**src/rtl/twiddle_loader.sv**
```systemverilog
// twiddle_loader
//   Rebuilds the real and imaginary twiddle tables in RAM from a byte stream,
//   normally the UART receiver. The SDFT table reader fetches from that RAM,
//   so tables can be replaced at runtime.
//
//   Frame format: SYNC_BYTE, then 2*N little-endian words (N = 2**addr_w).
//   Words 0..N-1 go to the real table and words N..2N-1 to the imaginary
//   table. Each word is BPW bytes: 1 if data_w <= 8, otherwise 2.
//
//   Optional feature, controlled by the macro TWIDDLE_LOADER_CHECKSUM_EN:
//   a single checksum byte follows the last word. It must equal the 8-bit sum
//   of all data bytes. A match gives done and a mismatch gives error. Without
//   the macro the frame ends on its last word and error stays 0.
//
//   Handshake: a byte transfers on a rising edge where in_valid & in_ready.
//   in_ready depends only on the state and on reset, never on in_valid. It is
//   high in IDLE, LOAD and CHECK. It is low in DONE, in ERR and while reset is
//   asserted.
//
// Ports
//   clk, reset        system clock; asynchronous active-high reset
//   in_data/in_valid  stream byte and its valid flag
//   in_ready          loader can accept a byte
//   wr_en             one-cycle RAM write strobe
//   wr_sel            0 = real table, 1 = imaginary table
//   wr_addr, wr_data  table address and coefficient of the write
//   busy              frame in progress (sync accepted, frame not finished)
//   done, error       one-cycle pulses that end a frame
//   dbg_state         current FSM state, for observation only

module twiddle_loader #(
  parameter int          addr_w    = 7,
  parameter int          data_w    = 8,
  parameter logic [7:0]  SYNC_BYTE = 8'hA5
) (
  input  logic              clk,
  input  logic              reset,
  input  logic [7:0]        in_data,
  input  logic              in_valid,
  output logic              in_ready,
  output logic              wr_en,
  output logic              wr_sel,
  output logic [addr_w-1:0] wr_addr,
  output logic [data_w-1:0] wr_data,
  output logic              busy,
  output logic              done,
  output logic              error,
  output logic [2:0]        dbg_state
);

  localparam int BPW = (data_w <= 8) ? 1 : 2;

  typedef enum logic [2:0] {
    S_IDLE  = 3'd0,
    S_LOAD  = 3'd1,
    S_CHECK = 3'd2,
    S_DONE  = 3'd3,
    S_ERR   = 3'd4
  } state_t;

  state_t              r_state;
  // The MSB selects the table and the low bits address the word in it.
  logic [addr_w:0]     r_word_cnt;
  logic                r_byte_idx;   // 1 = low byte of a 2-byte word is held
  logic [7:0]          r_lo_byte;
  logic                r_wr_en;
  logic                r_wr_sel;
  logic [addr_w-1:0]   r_wr_addr;
  logic [data_w-1:0]   r_wr_data;
  logic                r_busy;
  logic                r_done;
`ifdef TWIDDLE_LOADER_CHECKSUM_EN
  logic [7:0]          r_sum;
  logic                r_error;
`endif

  logic                w_accept;
  logic                w_word_last_byte;
  logic                w_last_word;
  logic [data_w-1:0]   w_word;

  assign in_ready = !reset &&
                    (r_state == S_IDLE || r_state == S_LOAD || r_state == S_CHECK);
  assign w_accept = in_valid && in_ready;

  // With 1-byte words, every byte completes a word.
  assign w_word_last_byte = (BPW == 1) ? 1'b1 : r_byte_idx;
  assign w_last_word      = &r_word_cnt;
  // Little-endian assembly. Bits above data_w are dropped.
  assign w_word = (BPW == 2) ? data_w'({in_data, r_lo_byte})
                             : data_w'({8'h00, in_data});

  always_ff @(posedge clk or posedge reset) begin
    if (reset) begin
      r_state    <= S_IDLE;
      r_word_cnt <= '0;
      r_byte_idx <= 1'b0;
      r_lo_byte  <= 8'h00;
      r_wr_en    <= 1'b0;
      r_wr_sel   <= 1'b0;
      r_wr_addr  <= '0;
      r_wr_data  <= '0;
      r_busy     <= 1'b0;
      r_done     <= 1'b0;
`ifdef TWIDDLE_LOADER_CHECKSUM_EN
      r_sum      <= 8'h00;
      r_error    <= 1'b0;
`endif
    end else begin
      r_wr_en <= 1'b0;
      r_done  <= 1'b0;
`ifdef TWIDDLE_LOADER_CHECKSUM_EN
      r_error <= 1'b0;
`endif
      case (r_state)
        S_IDLE: begin
          // Bytes other than SYNC_BYTE are dropped while hunting for a frame.
          if (w_accept && in_data == SYNC_BYTE) begin
            r_state    <= S_LOAD;
            r_busy     <= 1'b1;
            r_word_cnt <= '0;
            r_byte_idx <= 1'b0;
`ifdef TWIDDLE_LOADER_CHECKSUM_EN
            r_sum      <= 8'h00;
`endif
          end
        end

        S_LOAD: begin
          if (w_accept) begin
`ifdef TWIDDLE_LOADER_CHECKSUM_EN
            r_sum <= r_sum + in_data;
`endif
            if (w_word_last_byte) begin
              r_wr_en    <= 1'b1;
              r_wr_sel   <= r_word_cnt[addr_w];
              r_wr_addr  <= r_word_cnt[addr_w-1:0];
              r_wr_data  <= w_word;
              r_word_cnt <= r_word_cnt + 1'b1;
              r_byte_idx <= 1'b0;
              if (w_last_word) begin
`ifdef TWIDDLE_LOADER_CHECKSUM_EN
                r_state <= S_CHECK;
`else
                // The last word's wr_en and done appear in the same cycle.
                r_state <= S_DONE;
                r_done  <= 1'b1;
                r_busy  <= 1'b0;
`endif
              end
            end else begin
              r_lo_byte  <= in_data;
              r_byte_idx <= 1'b1;
            end
          end
        end

`ifdef TWIDDLE_LOADER_CHECKSUM_EN
        S_CHECK: begin
          if (w_accept) begin
            r_busy <= 1'b0;
            if (in_data == r_sum) begin
              r_state <= S_DONE;
              r_done  <= 1'b1;
            end else begin
              r_state <= S_ERR;
              r_error <= 1'b1;
            end
          end
        end
`endif

        S_DONE, S_ERR: r_state <= S_IDLE;

        default: r_state <= S_IDLE;
      endcase
    end
  end

  assign wr_en     = r_wr_en;
  assign wr_sel    = r_wr_sel;
  assign wr_addr   = r_wr_addr;
  assign wr_data   = r_wr_data;
  assign busy      = r_busy;
  assign done      = r_done;
  assign dbg_state = r_state;
`ifdef TWIDDLE_LOADER_CHECKSUM_EN
  assign error     = r_error;
`else
  assign error     = 1'b0;
`endif

endmodule

```
**config.mk**
```make
export PLATFORM = sky130hd
export DESIGN_NAME = twiddle_loader
export DESIGN_NICKNAME = d
export VERILOG_FILES = /design/src/rtl/twiddle_loader.sv
export SDC_FILE = /design/constraint.sdc
export NUM_CORES = 1
export LEC_CHECK = 0
export ABC_AREA = 1
export BUFFER_PORTS_ARGS = -buffer_cell sky130_fd_sc_hd__clkbuf_2
export CAP_MARGIN = 10
export CORE_ASPECT_RATIO = 1.2
export CORE_UTILIZATION = 45
export DETAILED_ROUTE_END_ITERATION = 10
export GPL_TIMING_DRIVEN = 0
export PLACE_DENSITY = 0.7
export SYNTH_ARGS = -nofsm -noshare
export SYNTH_HDL_FRONTEND = slang
export SYNTH_SLANG_ARGS = --single-unit
```
**constraint.sdc**
```tcl
create_clock -name clk -period 1.5 [get_ports clk]
set_input_delay 0.075 -clock clk [delete_from_list [all_inputs] [get_ports clk]]
set_output_delay 0.075 -clock clk [all_outputs]
set_load 0.005 [all_outputs]
```
==> results.ini, run 1 <==
[power]
internal-power_mw = 1.31
vdd_ir_drop_max_uv = 718
pwr_density_cell_nw_per_um2 = 1080
p_sw_mw = 0.562
power.share.clock_pct = 25.1
total_power_mw = 1.87
leakagePower_nw = 0.979
pwr-share-seq_pct = 53.6
switching_share_pct = 30.0
combinationalPowerShare_pct = 21.3

[timing]
final-hold-violation-count = 0
fmax_ghz = 0.727
setup_viol_count_final = 0
finalCritPeriodShare_pct = 91.6
timing.hold.ws_ns = 0.125
slew_viol_final = 0
period_needed_ns = 1.37
clock-skew-final_ns = 0.00722
unrepaired_setup_endpoints_after_global_routing = no

[detailed_routing]
detail_route.wirelength_um = 2950
antenna_left = 0
drt-initial-drc-count = 40
routed_via_density = 4.67
wl_per_cell_um = 11.5
dr.pass1.iters = 4
remaining_drc_errors = 0
routed-via-count = 1200

[yosys]
number_of_register_bits_inferred_by_synthesis = 29
synth.cell_area_um2 = 1370
synth.avg_cell_area_um2 = 7.89
synth.yosys.warnings = 0
synth_top_area_share_pct = 53.2
cell_taking_the_most_area_after_synthesis = dfrtp_1
syn_inst = 173
synth.yosys.seq_area_share_pct = 53.2
yosys.cell_types.count = 20
synth_area_leaders = dfrtp_1 53%, nand2_1 20%, nand3_1 4.8%

[clocking]
clk_pin_slew_ns = 0.09
clock-sinks = 29
cts_tree = done
clk_latency_ns = 0.32
cts_root_buffer = clkbuf_4
postCtsResizedCells = 0
tritoncts_buffers = 5
cts-root-to-sink-buffers = 2
clock_tree.htree_level_count = 2

[global_routing]
grt_max_degree = 30
grt_pass1_vias = 1151
global_route.overflow_total = 0
grt_antenna_before_repair = 0
grt_first_pass_wirelength_um = 4840
groute.usage.overall_pct = 20.7

[critical_path]
crit_path_top_delay_cell = dfrtp_1
worst-path-max-fanout = 5
critical_path_required_ns = 1.76
cpMostUsedCell = nand2_1
r2r_slack_ns = 0.13
critPathArrivalTime_ns = 1.63
worstRegToRegCells = 9
crit_path_start_kind = register
reg2reg_end = r_word_cnt[6]
setup.worst_path.end = r_word_cnt[6]
critical_path.startpoint = r_word_cnt[1]
timing.rr.start = r_word_cnt[1]
crit_path_max_incr_delay_ns = 0.43
critical_path.cell_chain = ha_1, nand2_1, nor2_1, nand2_1, nand2_1, nand2_1, nor2_1, nand2_1, nand2_1
timing_worst_setup_path_type = reg2reg
cp-end-kind = register

[run]
maximum_capacitance_violations = 0

[layout]
finish.net_count = 235
antennaDiodeCount = 0
post-route-cell-area_um2 = 1740
areaGrowthSynthToFinish_pct = 27.5
layout-drive-gt1-share_pct = 23.8

[floorplan]
starting_utilization_of_the_core_area_pct = 48.1
die_area_um2 = 3260
pin_count = 35
core_area_um2 = 2840
die_w_um = 52.3
placementRows = 21
height_of_the_chip_um = 62.3

[hold_path]
timing.hold.worst.class = in2reg

[status]
status = complete, no violations

[placement]
finalWeightedCongestion = 0.874
post-dp-hpwl_um = 2060
io_buffers = 32
placedInstanceArea_um2 = 1580

-- area by class of cell --
class | instances | area [um^2]
flip-flops and latches | 29 | 726
repair buffers | 42 | 270
fillers | 256 | 1100
clock buffers | 7 | 55.1
multi-input cells | 121 | 528
plain buffers | 7 | 51.3
inverters | 17 | 67.6
well taps | 34 | 42.5
-- per-layer routing --
| layer | global-route usage, % | part of all wire, % |
|---|---|---|
| met2 | 35.0 | 53 |
| met5 | 0 | 0 |
| met4 | 8.88 | 2.3 |
| met3 | 8.82 | 4.3 |
| met1 | 21.7 | 40 |
-- how the worst min path moves through the flow --
stage | from | end | slack [ns] | cells after the start
after floorplan | reset | busy | -0.003 | 1
after global placement | reset | wr_data[2] | 0.18 | 2
after detailed placement | reset | wr_data[3] | 0.19 | 2
after CTS | in_valid | dbg_state[1] | 0.11 | 5
after global routing | in_valid | dbg_state[1] | 0.12 | 5
final | in_valid | dbg_state[1] | 0.13 | 5
-- power by group through the flow --
stage | clock, mW | sequential [mW] | combinational [mW]
6_report | 0.470 | 1.00 | 0.399
3_3_place_gp | 0 | 1.01 | 0.368
5_1_grt | 0.531 | 1.02 | 0.463
3_5_place_dp | 0 | 1.02 | 0.380
4_1_cts | 0.489 | 1.00 | 0.407
2_1_floorplan | 0 | 1.01 | 0.233
-- state kept, by name, indices dropped and copies added, names as in the netlist --
signal	count
done	1
r_word_cnt	8
busy	1
wr_sel	1
wr_addr	7
wr_en	1
wr_data	8
dbg_state	2
-- cell usage in the layout (no fill, tap or decap) --
| cell type | Yosys | routed |
|---|---|---|
| clkinvlp_4 | 0 | 1 |
| buf_4 | 4 | 4 |
| nor2_1 | 16 | 16 |
| nand2_1 | 72 | 72 |
| dfrtp_1 | 29 | 29 |
| clkbuf_4 | 0 | 5 |
| conb_1 | 1 | 2 |
| inv_1 | 16 | 15 |
| o21ai_1 | 6 | 6 |
| nand3_1 | 13 | 13 |
| o21a_1 | 1 | 1 |
| ha_1 | 1 | 1 |
| buf_2 | 2 | 2 |
| buf_12 | 0 | 1 |
| nand2_2 | 1 | 1 |
| nor3_1 | 1 | 1 |
| clkbuf_2 | 0 | 32 |
| buf_6 | 1 | 1 |
| nor2_4 | 1 | 1 |
| clkbuf_8 | 0 | 1 |
| nand2_4 | 1 | 1 |
| dlygate4sd3_1 | 0 | 9 |
| clkbuf_1 | 0 | 1 |
| nand4_1 | 1 | 1 |
| nand3_2 | 2 | 2 |
| o21ai_0 | 3 | 3 |
| inv_2 | 1 | 1 |
-- Yosys cell counts --
library cell and n:
nand2_1 72, dfrtp_1 29, inv_1 16, nor2_1 16
nand3_1 13, o21ai_1 6, buf_4 4, o21ai_0 3
buf_2 2, nand3_2 2, buf_6 1, conb_1 1
ha_1 1, inv_2 1, nand2_2 1, nand2_4 1
nand4_1 1, nor2_4 1, nor3_1 1, o21a_1 1
-- kinds of logic after synthesis --
kind of cell             after synthesis  synth area share (%)
AND/OR/NAND/NOR                      108                  33.4
flip-flops                            29                  53.2
buffers and inverters                 24                  8.43
AO/OA/AOI/OAI                         10                  3.85
adder cells (fa/ha/maj)                1                 0.916
other                                  1                 0.275
-- critical path, delay by kind of cell, from the launching register on --
kind | cells | cell delay (ns)
and+or+nand+nor | 8 | 0.67
DFF | 1 | 0.43
adders and majority gates | 1 | 0.20
-- per-stage QoR --
stage / util (%) / std cells / setup slack, ns / TNS (ns)
2_1_floorplan: - / 174 / 0.224 / 0
3_3_place_gp: 55.5 / 240 / -0.161 / -3.35
3_5_place_dp: 55.5 / 240 / -0.208 / -4.58
4_1_cts: 61.3 / 257 / 0.146 / 0
5_1_grt: 61.3 / 257 / 0.0236 / 0
6_report: 61.3 / 257 / 0.125 / 0
-- timing repair --
action | CTS | global route
endpoints found under the setup margin | 0 | 0
buffers inserted | 0 | 0
hold buffers | 10 | 0
endpoints found under the hold margin | 37 | 0
Note: power is estimated with default switching activity, not from simulation.
==> run 2: changes to the inputs <==
--- a/config.mk
+++ b/config.mk
@@ -8,11 +8,13 @@
 export ABC_AREA = 1
 export BUFFER_PORTS_ARGS = -buffer_cell sky130_fd_sc_hd__clkbuf_2
 export CAP_MARGIN = 10
+export CELL_PAD_IN_SITES_DETAIL_PLACEMENT = 2
+export CELL_PAD_IN_SITES_GLOBAL_PLACEMENT = 2
 export CORE_ASPECT_RATIO = 1.2
-export CORE_UTILIZATION = 45
+export CORE_UTILIZATION = 26
 export DETAILED_ROUTE_END_ITERATION = 10
 export GPL_TIMING_DRIVEN = 0
-export PLACE_DENSITY = 0.7
+export PLACE_DENSITY_LB_ADDON = 0.1
 export SYNTH_ARGS = -nofsm -noshare
 export SYNTH_HDL_FRONTEND = slang
 export SYNTH_SLANG_ARGS = --single-unit
==> constraint.sdc (replaced) <==
create_clock -name clk -period 1.2 [get_ports clk]
set_input_delay 0.06 -clock clk [delete_from_list [all_inputs] [get_ports clk]]
set_output_delay 0.06 -clock clk [all_outputs]
set_load 0.005 [all_outputs]
==> results.ini, run 2 (same netlist as run 1, synthesis figures left out) <==
[global_routing]
grt_max_degree = 16
grt_antenna_before_repair = 0
grt_pass1_vias = 1489
groute.usage.overall_pct = 17.9
global_route.overflow_total = 0
grt_first_pass_wirelength_um = 6960

[timing]
setup_viol_count_final = 26
unrepaired_setup_endpoints_after_global_routing = yes
worst_slack_ns = -0.125
setup-tns-final_ns = -2.03
slew_viol_final = 0
fmax_ghz = 0.755
final-hold-violation-count = 0
relative_slew_margins_pct = 50.3
finalCritPeriodShare_pct = 110
period_needed_ns = 1.33
timing.hold.ws_ns = 0.0161
clock-skew-final_ns = 0.00696
worst-slew-pin-transition_ns = 0.741

[layout]
layout_common_cells = 56 x nand2_1, 32 x clkbuf_2, 28 x dfrtp_1
post-route-cell-area_um2 = 1980
areaGrowthSynthToFinish_pct = 45.0
mostFrequentLayoutCell = nand2_1
layout-drive-gt1-share_pct = 39.3
fillCellCount = 579
antennaDiodeCount = 0
finish.net_count = 240

[floorplan]
placementRows = 28
height_of_the_chip_um = 81.4
pin_count = 35
core_area_um2 = 4970
die_w_um = 68.1
starting_utilization_of_the_core_area_pct = 27.4
die_area_um2 = 5550

[detailed_routing]
routed_via_density = 4.54
remaining_drc_errors = 0
wl_per_cell_um = 15.7
drt-initial-drc-count = 37
antenna_left = 0
dr.pass1.iters = 3
routed-via-count = 1311
detail_route.wirelength_um = 4550

[placement]
post_place_setup_slack_ns = -0.618
io_buffers = 32
post-dp-hpwl_um = 2970
finalWeightedCongestion = 0.776
placedInstanceArea_um2 = 1610

[critical_path]
cp-end-kind = register
critPathArrivalTime_ns = 1.50
critical_path_required_ns = 1.37
crit_path_start_kind = register
timing_worst_setup_path_type = reg2reg
worst-path-max-fanout = 4

[clocking]
cts-root-to-sink-buffers = 2
clock-sinks = 29
cts_tree = done
clock_tree.htree_level_count = 2
clk_pin_slew_ns = 0.07
cts_root_buffer = clkbuf_8
tritoncts_buffers = 5
clk_latency_ns = 0.28

[power]
pwr_density_cell_nw_per_um2 = 1430
leakagePower_nw = 1.07
vdd_ir_drop_max_uv = 678
total_power_mw = 2.83

[status]
status = complete, but fails checks
failed_checks = negative setup slack

[hold_path]
timing.hold.worst.class = in2reg

[run]
maximum_capacitance_violations = 0

[run 2: cell count changes in the layout (fill, tap and decap cells not counted), sizes merged]
cell | before | now
buf | 8 | 18
clkinv | 0 | 1
clkinvlp | 1 | 2
dlygate4sd3 | 9 | 3
[run 2: power by group]
part,switching (mW),internal [mW]
sequential,0.128,1.13
clock,0.381,0.518
combinational,0.366,0.304
total,0.876,1.95
[run 2: cell type report]
type | count | area (um^2) | share of cell area, %
Clock inverter | 1 | 5.00 | 0.253
Timing Repair Buffer | 46 | 284 | 14.3
Sequential cell | 29 | 727 | 36.7
Timing Repair inverter | 1 | 5.00 | 0.253
Clock buffer | 7 | 96.3 | 4.87
Tap cell | 60 | 75.1 | 3.79
Buffer | 7 | 83.8 | 4.24
Inverter | 17 | 70.1 | 3.54
Multi-Input combinational cell | 121 | 633 | 32.0
[run 2: worst paths after layout]
| kind | start | end | slack (ns) | cells past startpoint |
|---|---|---|---|---|
| min in group asynchronous | reset | r_word_cnt[0] | 0.52 | 3 |
| setup reg to reg | dbg_state[1] | wr_addr[0] | -0.13 | 7 |
| hold / removal | in_data[3] | wr_data[3] | 0.02 | 3 |
| setup / recovery | dbg_state[1] | wr_addr[0] | -0.13 | 7 |
| max in group asynchronous | reset | wr_data[7] | 0.21 | 3 |
| hold reg to reg | wr_addr[1] | wr_addr[1] | 0.47 | 2 |
[run 2: metal layers]
metal | vias to the layer above | part of all wire (%) | wire [um] | track usage [%]
li1 | 635 | - | - | -
met1 | 649 | 38 | 1740 | 17.2
met2 | 20 | 58 | 2630 | 35.4
met3 | 7 | 2.1 | 96 | 2.95
met4 | 0 | 1.6 | 73 | 8.13
met5 | - | 0 | 0 | 0
[run 2: worst max-delay path, stage by stage, from the launching register on]
cell     delay [ns]
dfrtp_1        0.43
inv_2          0.13
nand2_8        0.06
nor2_4         0.19
buf_4          0.15
buf_6          0.09
nand2_2        0.05
o21a_1         0.11
[run 2: repair_timing]
item | CTS | global route
endpoints found under the setup margin | 30 | 28
cloned | 1 | 0
pin swaps | 1 | 5
setup buffers | 7 | 4
hold endpoints to repair | 30 | 0
resized for setup | 19 | 26
hold buffers | 3 | 0
[run 2: metrics by stage]
step	cells	util [%]
floorplan	174	-
global placement	266	32.4
detailed placement	266	32.4
CTS	285	37.5
global route	289	39.8
finish	289	39.8
==> run 3: changes to the inputs <==
--- a/config.mk
+++ b/config.mk
@@ -5,13 +5,12 @@
 export SDC_FILE = /design/constraint.sdc
 export NUM_CORES = 1
 export LEC_CHECK = 0
-export ABC_AREA = 1
 export BUFFER_PORTS_ARGS = -buffer_cell sky130_fd_sc_hd__clkbuf_2
 export CAP_MARGIN = 10
 export CELL_PAD_IN_SITES_DETAIL_PLACEMENT = 2
 export CELL_PAD_IN_SITES_GLOBAL_PLACEMENT = 2
 export CORE_ASPECT_RATIO = 1.2
-export CORE_UTILIZATION = 26
+export CORE_UTILIZATION = 29
 export DETAILED_ROUTE_END_ITERATION = 10
 export GPL_TIMING_DRIVEN = 0
 export PLACE_DENSITY_LB_ADDON = 0.1
==> results.ini, run 3 <==
[yosys]
synth_area_leaders = dfrtp_1 58%, mux2_2 13%, nand4bb_1 2.7%
postSynth.asyncResetShare_pct = 100
synth.most_common_cell = dfrtp_1
cell_taking_the_most_area_after_synthesis = dfrtp_1
number_of_register_bits_inferred_by_synthesis = 29
synth.yosys.seq_area_share_pct = 57.8
synth_top_area_share_pct = 57.8
synth.yosys.warnings = 0
synthFlopType = dfrtp_1
synth.cell_area_um2 = 1250
syn_inst = 100
synth.avg_cell_area_um2 = 12.5
synth-edff-count = 0
yosys.cell_types.count = 32
synth.cells.most_frequent = 29 x dfrtp_1, 15 x mux2_2, 6 x inv_1, 5 x a31oi_1

[placement]
io_buffers = 32
placedInstanceArea_um2 = 1530
finalWeightedCongestion = 0.717
dp.cells = 187
post_place_setup_slack_ns = -0.302
post-dp-hpwl_um = 2100

[global_routing]
global_route.overflow_total = 0
globalRouteMet3Util_pct = 4.17
groute.usage.overall_pct = 16.9
global_route.usage.met2_pct = 30.9
globalRouteMet1Util_pct = 18.7
grt_max_degree = 31
grt_pass1_vias = 1154
grt_antenna_before_repair = 0
grt_first_pass_wirelength_um = 5550
most_utilized_layer_in_the_global_route_result = met2

[status]
failed_checks = negative setup slack
status = complete, but fails checks

[floorplan]
core_area_um2 = 4040
die_w_um = 62.1
starting_utilization_of_the_core_area_pct = 31.1
placementRows = 25
height_of_the_chip_um = 74.1
pin_count = 35
die_area_um2 = 4600

[timing]
unrepaired_setup_endpoints_after_global_routing = yes
timing.hold.ws_ns = 0.0177
fmax_ghz = 0.718
setup_viol_count_final = 28
worst_slack_ns = -0.192
period_needed_ns = 1.39
clock-skew-final_ns = 0.00775
slew_viol_final = 0
final-hold-violation-count = 0
finalCritPeriodShare_pct = 116

[detailed_routing]
routed-via-count = 1052
wl_per_cell_um = 16.8
remaining_drc_errors = 0
drt-initial-drc-count = 14
antenna_left = 0
dr.pass1.iters = 3
detail_route.wirelength_um = 3690
routed_via_density = 4.78

[clocking]
tritoncts_buffers = 5
cts_tree = done
clock_tree.htree_level_count = 2
cts-root-to-sink-buffers = 2
clk_latency_ns = 0.29
cts_root_buffer = clkbuf_8
clock-sinks = 29
clk_pin_slew_ns = 0.07

[critical_path]
timing.rr.start = dbg_state[1]
reg2reg_end = busy
worstRegToRegCells = 5
critPathArrivalTime_ns = 1.57
timing_worst_setup_path_type = reg2reg
worst-path-max-fanout = 5
cp-end-kind = register
crit_path_start_kind = register
critical_path_required_ns = 1.37
r2r_slack_ns = -0.19

[layout]
antennaDiodeCount = 0
sequential_cell_area_um2 = 733
layout_common_cells = 32 x clkbuf_2, 23 x dfrtp_1, 22 x buf_4
areaGrowthSynthToFinish_pct = 57.3
finish.net_count = 177
mostFrequentLayoutCell = clkbuf_2
fillCellCount = 408
layout-drive-gt1-share_pct = 63.3
fin_cells = 220
post-route-cell-area_um2 = 1970
total_area_of_multi_input_combinational_cells_um2 = 593

[power]
total_power_mw = 2.66
pwr_density_cell_nw_per_um2 = 1350
vdd_ir_drop_max_uv = 752
leakagePower_nw = 1.00

[hold_path]
min_path_cells = 2
launch_instance_of_the_worst_min_delay_path = in_data[3]
timing.hold.worst.class = in2reg
min_delay_worst_endpoint = wr_data[3]

[run]
maximum_capacitance_violations = 0

[run 3: cell count changes in the layout (fill, tap and decap cells not counted), moves of 8 or more]
cell / previous run / this run
buf_4: 10 / 22
mux2_2: 0 / 14
nand2_2: 15 / 0
nor2_1: 13 / 3
inv_1: 14 / 6
nand3_1: 13 / 1
nand2_1: 56 / 4
[run 3: worst max path at each step]
stage	cells after the start	start	to
after global routing	5	dbg_state[1]	busy
final	5	dbg_state[1]	busy
after global placement	3	dbg_state[1]	r_word_cnt[5]
after detailed placement	4	reset	dbg_state[0]
after CTS	5	dbg_state[1]	busy
after floorplan	5	dbg_state[1]	busy
[run 3: through the flow]
| step | TNS, ns | utilization, % |
|---|---|---|
| 2_1_floorplan | -0.942 | - |
| 3_3_place_gp | -4.35 | 37.8 |
| 3_5_place_dp | -5.16 | 37.8 |
| 4_1_cts | -2.75 | 45.8 |
| 5_1_grt | -4.91 | 48.9 |
| 6_report | -3.71 | 48.9 |
[run 3: critical path, stage by stage (launching register included)]
cell and delay (ns):
dfrtp_2 0.44, nand4bb_4 0.22, buf_6 0.16, nor3_4 0.15, nand3_2 0.09, a32o_1 0.21
[run 3: final cells by class]
cell class | count | share of cell area [%]
Inverter | 7 | 1.96
Clock inverter | 3 | 2.34
Tap cell | 54 | 3.42
Sequential cell | 29 | 37.1
Timing Repair Buffer | 58 | 20.3
Buffer | 3 | 1.33
Multi-Input combinational cell | 61 | 30.0
Clock buffer | 5 | 3.49
[run 3: cells by family (layout without fill, tap and decap cells)]
| group | count (synthesis) | after routing | share of synthesized area, % |
|---|---|---|---|
| other | 1 | 2 | 0.299 |
| adder cells (fa/ha/maj) | 1 | 1 | 0.997 |
| AND/OR/NAND/NOR | 25 | 25 | 13.0 |
| multiplexers | 17 | 17 | 15.2 |
| buffers and inverters | 11 | 76 | 4.29 |
| AO/OA/AOI/OAI | 16 | 16 | 8.47 |
| flip-flops | 29 | 29 | 57.8 |
[run 3: what timing repair did]
action                                 4_1_cts  5_1_grt
resized for setup                           21       11
hold buffers                                 0        2
setup buffers                               17        5
cloned                                       1        0
setup endpoints to repair                   28       28
pin swaps                                    5        3
endpoints found under the hold margin        0        9
[run 3: where the power goes]
group	internal, mW	leakage (nW)	switching [mW]
Combinational	0.257	0.566	0.203
Clock	0.620	0.0543	0.409
Sequential	1.09	0.381	0.0843
[run 3: routing by layer]
layer / up-vias / share of wire, %
li1: 485 / -
met1: 545 / 37
met2: 17 / 59
met3: 5 / 2.9
met4: 0 / 1.2
met5: - / 0
